--- config.mk ---
export PLATFORM = sky130hd
export DESIGN_NAME = systolic_ctrl
export DESIGN_NICKNAME = d
export VERILOG_FILES = /design/src/rtl/systolic_ctrl.sv
export SDC_FILE = /design/constraint.sdc
export NUM_CORES = 1
export LEC_CHECK = 0
export CAP_MARGIN = 20
export CORE_MARGIN = 3
export CORE_UTILIZATION = 40
export CTS_CLUSTER_DIAMETER = 150
export CTS_CLUSTER_SIZE = 20
export DETAILED_ROUTE_END_ITERATION = 10
export HOLD_SLACK_MARGIN = 0.12
export PLACE_DENSITY = 0.73
export SYNTH_ARGS = -nofsm -noshare
export SYNTH_HDL_FRONTEND = slang
export SYNTH_SLANG_ARGS = --single-unit
--- constraint.sdc ---
create_clock -name clk -period 4.6 [get_ports clk]
set_input_delay 0.92 -clock clk [delete_from_list [all_inputs] [get_ports clk]]
set_output_delay 0.92 -clock clk [all_outputs]
set_load 0.02 [all_outputs]
--- src/rtl/systolic_ctrl.sv ---
// rtl/systolic_ctrl.sv - tile sequencer for a SIZE x SIZE weight-stationary systolic array
// Loads weights bottom-row first, streams skewed activations, then drains the partial sums.
module systolic_ctrl #(
    parameter int SIZE  = 8,
    parameter int VEC_W = 8
) (
    input  logic                     clk,
    input  logic                     rst,
    input  logic                     start,
    input  logic [VEC_W-1:0]         num_vec,
    input  logic                     abort,
    output logic                     wbuf_rd_en,
    output logic [$clog2(SIZE)-1:0]  wbuf_rd_addr,
    output logic                     weight_load_valid,
    output logic                     abuf_rd_en,
    output logic [VEC_W-1:0]         abuf_rd_addr,
    output logic [SIZE-1:0]          act_valid,
    output logic [SIZE-1:0]          out_valid,
    output logic                     busy,
    output logic                     done
);
    localparam int AW = $clog2(SIZE);
    localparam int DW = $clog2(2 * SIZE + 1);
    localparam int CW = ((VEC_W > DW) ? VEC_W : DW) + 1;
    localparam logic [CW-1:0] LAST_W  = CW'(SIZE - 1);
    localparam logic [CW-1:0] EXTRA_W = CW'(SIZE);
    localparam logic [CW-1:0] LAST_D  = CW'(2 * SIZE - 1);

    typedef enum logic [2:0] {IDLE, W_LOAD, A_STREAM, DRAIN, DONE} state_t;

    state_t              state_q, state_d;
    logic [CW-1:0]       cnt_q, cnt_d;
    logic [VEC_W-1:0]    nvec_q, nvec_d;
    logic [CW-1:0]       last_a;
    // bit 0 is act_valid[0]; bit SIZE+j is out_valid[j]
    logic [2*SIZE-1:0]   pipe_q, pipe_d;
    logic                wbuf_rd_en_q, wbuf_rd_en_d;
    logic [AW-1:0]       wbuf_rd_addr_q, wbuf_rd_addr_d;
    logic                wlv_q, wlv_d;
    logic                abuf_rd_en_q, abuf_rd_en_d;
    logic [VEC_W-1:0]    abuf_rd_addr_q, abuf_rd_addr_d;
    logic                busy_q, busy_d;
    logic                done_q, done_d;

    always_ff @(posedge clk or posedge rst) begin
        if (rst) begin
            state_q        <= IDLE;
            cnt_q          <= '0;
            nvec_q         <= '0;
            pipe_q         <= '0;
            wbuf_rd_en_q   <= 1'b0;
            wbuf_rd_addr_q <= '0;
            wlv_q          <= 1'b0;
            abuf_rd_en_q   <= 1'b0;
            abuf_rd_addr_q <= '0;
            busy_q         <= 1'b0;
            done_q         <= 1'b0;
        end else begin
            state_q        <= state_d;
            cnt_q          <= cnt_d;
            nvec_q         <= nvec_d;
            pipe_q         <= pipe_d;
            wbuf_rd_en_q   <= wbuf_rd_en_d;
            wbuf_rd_addr_q <= wbuf_rd_addr_d;
            wlv_q          <= wlv_d;
            abuf_rd_en_q   <= abuf_rd_en_d;
            abuf_rd_addr_q <= abuf_rd_addr_d;
            busy_q         <= busy_d;
            done_q         <= done_d;
        end
    end

    always_comb begin
        state_d = state_q;
        cnt_d   = cnt_q + CW'(1);
        nvec_d  = nvec_q;
        last_a  = {{(CW-VEC_W){1'b0}}, nvec_q} - CW'(1);
        case (state_q)
            IDLE, DONE: begin
                state_d = IDLE;
                cnt_d   = '0;
                if (start && !abort) begin
                    state_d = W_LOAD;
                    nvec_d  = num_vec;
                end
            end
            W_LOAD: begin
                // an empty tile holds one extra cycle so the last weight settles before done
                if (nvec_q != '0 && cnt_q == LAST_W) begin
                    state_d = A_STREAM;
                    cnt_d   = '0;
                end else if (nvec_q == '0 && cnt_q == EXTRA_W) begin
                    state_d = DONE;
                    cnt_d   = '0;
                end
            end
            A_STREAM: begin
                if (cnt_q == last_a) begin
                    state_d = DRAIN;
                    cnt_d   = '0;
                end
            end
            DRAIN: begin
                if (cnt_q == LAST_D) begin
                    state_d = DONE;
                    cnt_d   = '0;
                end
            end
            default: begin
                state_d = IDLE;
                cnt_d   = '0;
            end
        endcase
        if (abort && state_q != IDLE) begin
            state_d = IDLE;
            cnt_d   = '0;
        end
    end

    always_comb begin
        wbuf_rd_en_d   = (state_d == W_LOAD) && (cnt_d <= LAST_W);
        wbuf_rd_addr_d = wbuf_rd_en_d ? AW'(LAST_W - cnt_d) : '0;
        abuf_rd_en_d   = (state_d == A_STREAM);
        abuf_rd_addr_d = abuf_rd_en_d ? cnt_d[VEC_W-1:0] : '0;
        wlv_d          = !abort && wbuf_rd_en_q;
        pipe_d         = abort ? '0 : {pipe_q[2*SIZE-2:0], abuf_rd_en_q};
        busy_d         = (state_d == W_LOAD) || (state_d == A_STREAM) || (state_d == DRAIN);
        done_d         = (state_d == DONE);
    end

    assign wbuf_rd_en        = wbuf_rd_en_q;
    assign wbuf_rd_addr      = wbuf_rd_addr_q;
    assign weight_load_valid = wlv_q;
    assign abuf_rd_en        = abuf_rd_en_q;
    assign abuf_rd_addr      = abuf_rd_addr_q;
    assign act_valid         = pipe_q[SIZE-1:0];
    assign out_valid         = pipe_q[2*SIZE-1:SIZE];
    assign busy              = busy_q;
    assign done              = done_q;
endmodule

==> impl_summary.md <==
Detailed routing
In the routed layout, each cell is associated on average with a via count of 5.121. After detailed routing, the average wire length per cell comes to 13.94 um. The routed layout has approximately 1.7k vias. For this block, the routed nets add up to between 4 and 5 mm of wire.

Once detail routing completed, the nets flagged for antenna violations numbered 0. For this run, design rule violations remaining after detail routing come to 0. The number of iterations in the first detailed-routing pass is 4. The detailed router finished its first iteration with 50 violations.

Layout
Leaving out filler cells and counting taps, the final layout contains 339. The number of antenna diodes in the final layout is 0. The area of all placed cells without fillers is between 3000 and 4000 um^2. The net count of the finished layout is 281. The fraction of final layout cells with drive strength greater than 1 is 0.1273. Relative to the synthesized area, the layout overhead comes to 27.09%.

Worst setup path
In this run the worst path has a maximum fanout of 9. The dominant delay contributor by cell family on the critical path is simple AND/OR/NAND/NOR gates. The endpoint identified for the worst register-to-register timing path is cnt_q[5]. The slowest stage of the critical path belongs to the cell sky130_fd_sc_hd__a311o_1. The data required time of the critical path is 4.78 ns. The largest single stage delay on the critical path is between 0.6 and 0.7 ns. The critical setup path kind is reg2reg. STA classifies the critical path endpoint as a flop. The worst register-to-register path has a depth of 8. The worst reg2reg path startpoint is nvec_q[0]. The startpoint type of the worst setup path is a flop. The setup slack of the worst register-to-register path is 1.65 ns. Data on the critical path arrives at its endpoint at 3.13 ns. The number of buffers and inverters on the critical path is 1.

The critical path goes through inv_1 -> ha_1 -> or3b_4 -> nor3_2 -> xor2_1 -> nor4_2 -> a311o_1 -> nor2_2.

Outcome
The run finished with clean final reports.

Placement
Input and output buffers added on the ports amount to 43. The HPWL after detailed placement is 3.377 mm. The placer's final routability congestion estimate is 0.8625.

The instance count after placement with tap cells included is 330. Summing all placed instances gives a cell area of ~2900 um^2.

CTS
The clock-pin transition on the worst setup and hold timing paths is 0.09 ns. The cell sitting at the root of the clock tree is a sky130_fd_sc_hd__clkbuf_8. The number of buffers inserted for hold repair after clock tree synthesis is 0. The number of cells upsized or downsized after cts is 0. The TritonCTS clock tree is built. For this design, the sink count on the clock tree is 52.

CTS built an H-tree with a depth of 2. The number of buffers between clock root and the deepest sink is 2. The number of setup buffers added after CTS is 0. The clock insertion delay at the later pin of the skew report is about 0.3 ns. The number of clock buffers added by TritonCTS is 5.

Synthesis
The average instance in the mapped netlist occupies 10.78 um^2. After synthesis the cells add up to 2392 um^2. Of the post-synthesis cell area, the dominant cell type holds 0.5439. The count of unique library cells instantiated by Yosys is 48. The total nets after synthesis is 237. Yosys mapped a number of flops with a built-in enable equal to 0. The largest area contributor in the synthesized netlist is sky130_fd_sc_hd__dfrtp_1. Synthesis produced 222 cells. In the post-synthesis netlist, the biggest area contributors are sky130_fd_sc_hd__dfrtp_1 (54%), sky130_fd_sc_hd__nor2b_1 (4.7%), sky130_fd_sc_hd__xnor2_1 (4.0%). The post-synthesis sequential area ratio is 0.5439.

The register bit total from synthesis is 52. The yosys synthesis warning count is 0. The share of flip-flops with an asynchronous set or reset is 1.000. Among all flip-flop cells after synthesis, the most frequent one is sky130_fd_sc_hd__dfrtp_1.

Timing
The transition time at the pin with the least slew margin is 0.6880 ns. The share of the clock period used by the worst path is 0.6423. The total negative setup slack is 0 ns. The total count of max-transition violations in the final report was 0.

The number of failing hold endpoints at the final stage was 0. The maximum operating frequency is around 340 MHz. The minimum clock period after layout is 2.955 ns. The worst slew margin relative to its limit is 0.5399. Between clock sinks in the finished design, the worst skew comes to roughly 0.0063 ns. Setup repair after global routing left no endpoint under its margin.

Setup violations remaining at the end of the flow were counted as 0.

Floorplanning
The total core area is between 5000 and 6000 um^2. In this run the horizontal extent of the chip is around 83 um. In this run the core area contains 27 standard-cell rows. The initial utilization of the core area, before any placement, comes to 0.4240.

The die area is 6945 um^2. The die is 83.34 um tall. 44 I/O pins were placed.

Global routing
The number of antenna violations at the first check in global routing is 0. Summed over all layers, the global routing overflow is 0. The number of global-route vias before repair came to approximately 1.8k. The maximum number of pins on one net before global-route repair is 53. The global router's overall resource usage is 0.1444. The wire length of the first global-routing pass is 8.266 mm.

Pwr
The leakage power figure is 0.001289 uW. In this run the power density over the cells is 329.2 nW/um^2. IR analysis of the VDD net gives a maximum drop of between 0.15 and 0.2 mV.

Run
The tool flagged a number of max-cap violations equal to 0.

Min path
The class of the tightest hold or removal check is reg2reg. Along the worst hold path, the cell count comes to 1. The path with the worst hold slack has its endpoint at pipe_q[0]. The critical hold path startpoint is abuf_rd_en.
layout make-up:
cell class	count	area (um^2)
Clock inverter	1	30.03
Fill cell	486	2601
Inverter	12	45.04
Multi-Input combinational cell	150	1012
Sequential cell	52	1301
Timing Repair Buffer	45	465.4
Clock buffer	7	96.34
Tap cell	72	90.09
per-layer routing:
metal  up-vias  GRT usage  routed length [um]
li1        845          -                   -
met1       841     0.1827                2258
met2        44     0.2405                2170
met3         6    0.03968                 248
met4         0    0.04458                  48
met5         -          0                   0
logic make-up after synthesis:
logic type,Yosys count,synth area share
xor gates and xnor gates,19,0.06956
and+or+nand+nor,89,0.2061
DFF,52,0.5439
AOI/OAI and AO/OA,33,0.1015
buffers and inverters,20,0.03556
adders and majority gates,3,0.01569
muxes,6,0.02772
through the flow:
step / setup slack, ns / hold WS, ns / power, uW / util
after floorplan: 2.202 / 0.5219 / 627.5 / -
final: 1.645 / 0.4940 / 1001 / 0.5389
after global routing: 1.431 / 0.5247 / 1052 / 0.5389
after detailed placement: 1.662 / 0.4801 / 676.9 / 0.5116
after global placement: 1.734 / 0.4765 / 673.0 / 0.5116
after CTS: 1.638 / 0.4988 / 1011 / 0.5340
worst max path at each step:
stage                     startpoint       end  slack [ns]  cells after the start
after floorplan            nvec_q[0]  cnt_q[5]        2.20                      9
after global placement         abort  cnt_q[3]        1.73                      4
after detailed placement   nvec_q[0]  cnt_q[5]        1.66                      8
after CTS                  nvec_q[0]  cnt_q[5]        1.64                      8
after global routing       nvec_q[0]  cnt_q[4]        1.43                      8
final                      nvec_q[0]  cnt_q[5]        1.65                      8
flip-flops by register name (all words and copies together) (netlist names):
register	cells
nvec_q	8
wbuf_rd_en	1
busy	1
state_q	3
wbuf_rd_addr	3
cnt_q	9
abuf_rd_addr	8
pipe_q	16
done	1
weight_load_valid	1
abuf_rd_en	1
power by group:
| part | leakage [uW] | internal (uW) | switching [uW] | total (uW) |
|---|---|---|---|---|
| registers | 0.000702 | 480 | 36.0 | 516 |
| logic | 0.000522 | 73.9 | 81.3 | 155 |
| clock network | 0.0000645 | 192 | 138 | 330 |
cell usage in the layout (no fill, tap or decap), types with 2 or more instances in the layout:
cell type / netlist / layout
sky130_fd_sc_hd__a21o_1: 2 / 2
sky130_fd_sc_hd__a21oi_1: 7 / 7
sky130_fd_sc_hd__a311oi_1: 4 / 4
sky130_fd_sc_hd__a31oi_1: 2 / 2
sky130_fd_sc_hd__clkbuf_8: 0 / 7
sky130_fd_sc_hd__clkdlybuf4s50_1: 0 / 43
sky130_fd_sc_hd__dfrtp_1: 52 / 52
sky130_fd_sc_hd__ha_1: 3 / 3
sky130_fd_sc_hd__inv_1: 12 / 11
sky130_fd_sc_hd__mux2_2: 5 / 5
sky130_fd_sc_hd__nand2_1: 16 / 16
sky130_fd_sc_hd__nand3_1: 7 / 7
sky130_fd_sc_hd__nand3b_1: 2 / 2
sky130_fd_sc_hd__nand4_1: 2 / 2
sky130_fd_sc_hd__nor2_1: 16 / 16
sky130_fd_sc_hd__nor2_2: 9 / 9
sky130_fd_sc_hd__nor2b_1: 18 / 18
sky130_fd_sc_hd__nor3_1: 4 / 4
sky130_fd_sc_hd__nor4_1: 4 / 4
sky130_fd_sc_hd__o21ai_0: 4 / 4
sky130_fd_sc_hd__o31a_1: 2 / 2
sky130_fd_sc_hd__xnor2_1: 11 / 11
sky130_fd_sc_hd__xor2_1: 8 / 8
cells in the mapped netlist (2+ instances only):
| master | n |
|---|---|
| sky130_fd_sc_hd__o21ai_0 | 4 |
| sky130_fd_sc_hd__xor2_1 | 8 |
| sky130_fd_sc_hd__a31oi_1 | 2 |
| sky130_fd_sc_hd__a311oi_1 | 4 |
| sky130_fd_sc_hd__nand3_1 | 7 |
| sky130_fd_sc_hd__buf_2 | 2 |
| sky130_fd_sc_hd__a21o_1 | 2 |
| sky130_fd_sc_hd__nor2_2 | 9 |
| sky130_fd_sc_hd__nor2b_1 | 18 |
| sky130_fd_sc_hd__nor2_1 | 16 |
| sky130_fd_sc_hd__mux2_2 | 5 |
| sky130_fd_sc_hd__clkbuf_1 | 5 |
| sky130_fd_sc_hd__a21oi_1 | 7 |
| sky130_fd_sc_hd__dfrtp_1 | 52 |
| sky130_fd_sc_hd__nor3_1 | 4 |
| sky130_fd_sc_hd__nand3b_1 | 2 |
| sky130_fd_sc_hd__nand2_1 | 16 |
| sky130_fd_sc_hd__ha_1 | 3 |
| sky130_fd_sc_hd__o31a_1 | 2 |
| sky130_fd_sc_hd__nand4_1 | 2 |
| sky130_fd_sc_hd__nor4_1 | 4 |
| sky130_fd_sc_hd__inv_1 | 12 |
| sky130_fd_sc_hd__xnor2_1 | 11 |
No activity file was read; power rests on OpenSTA's default activity.
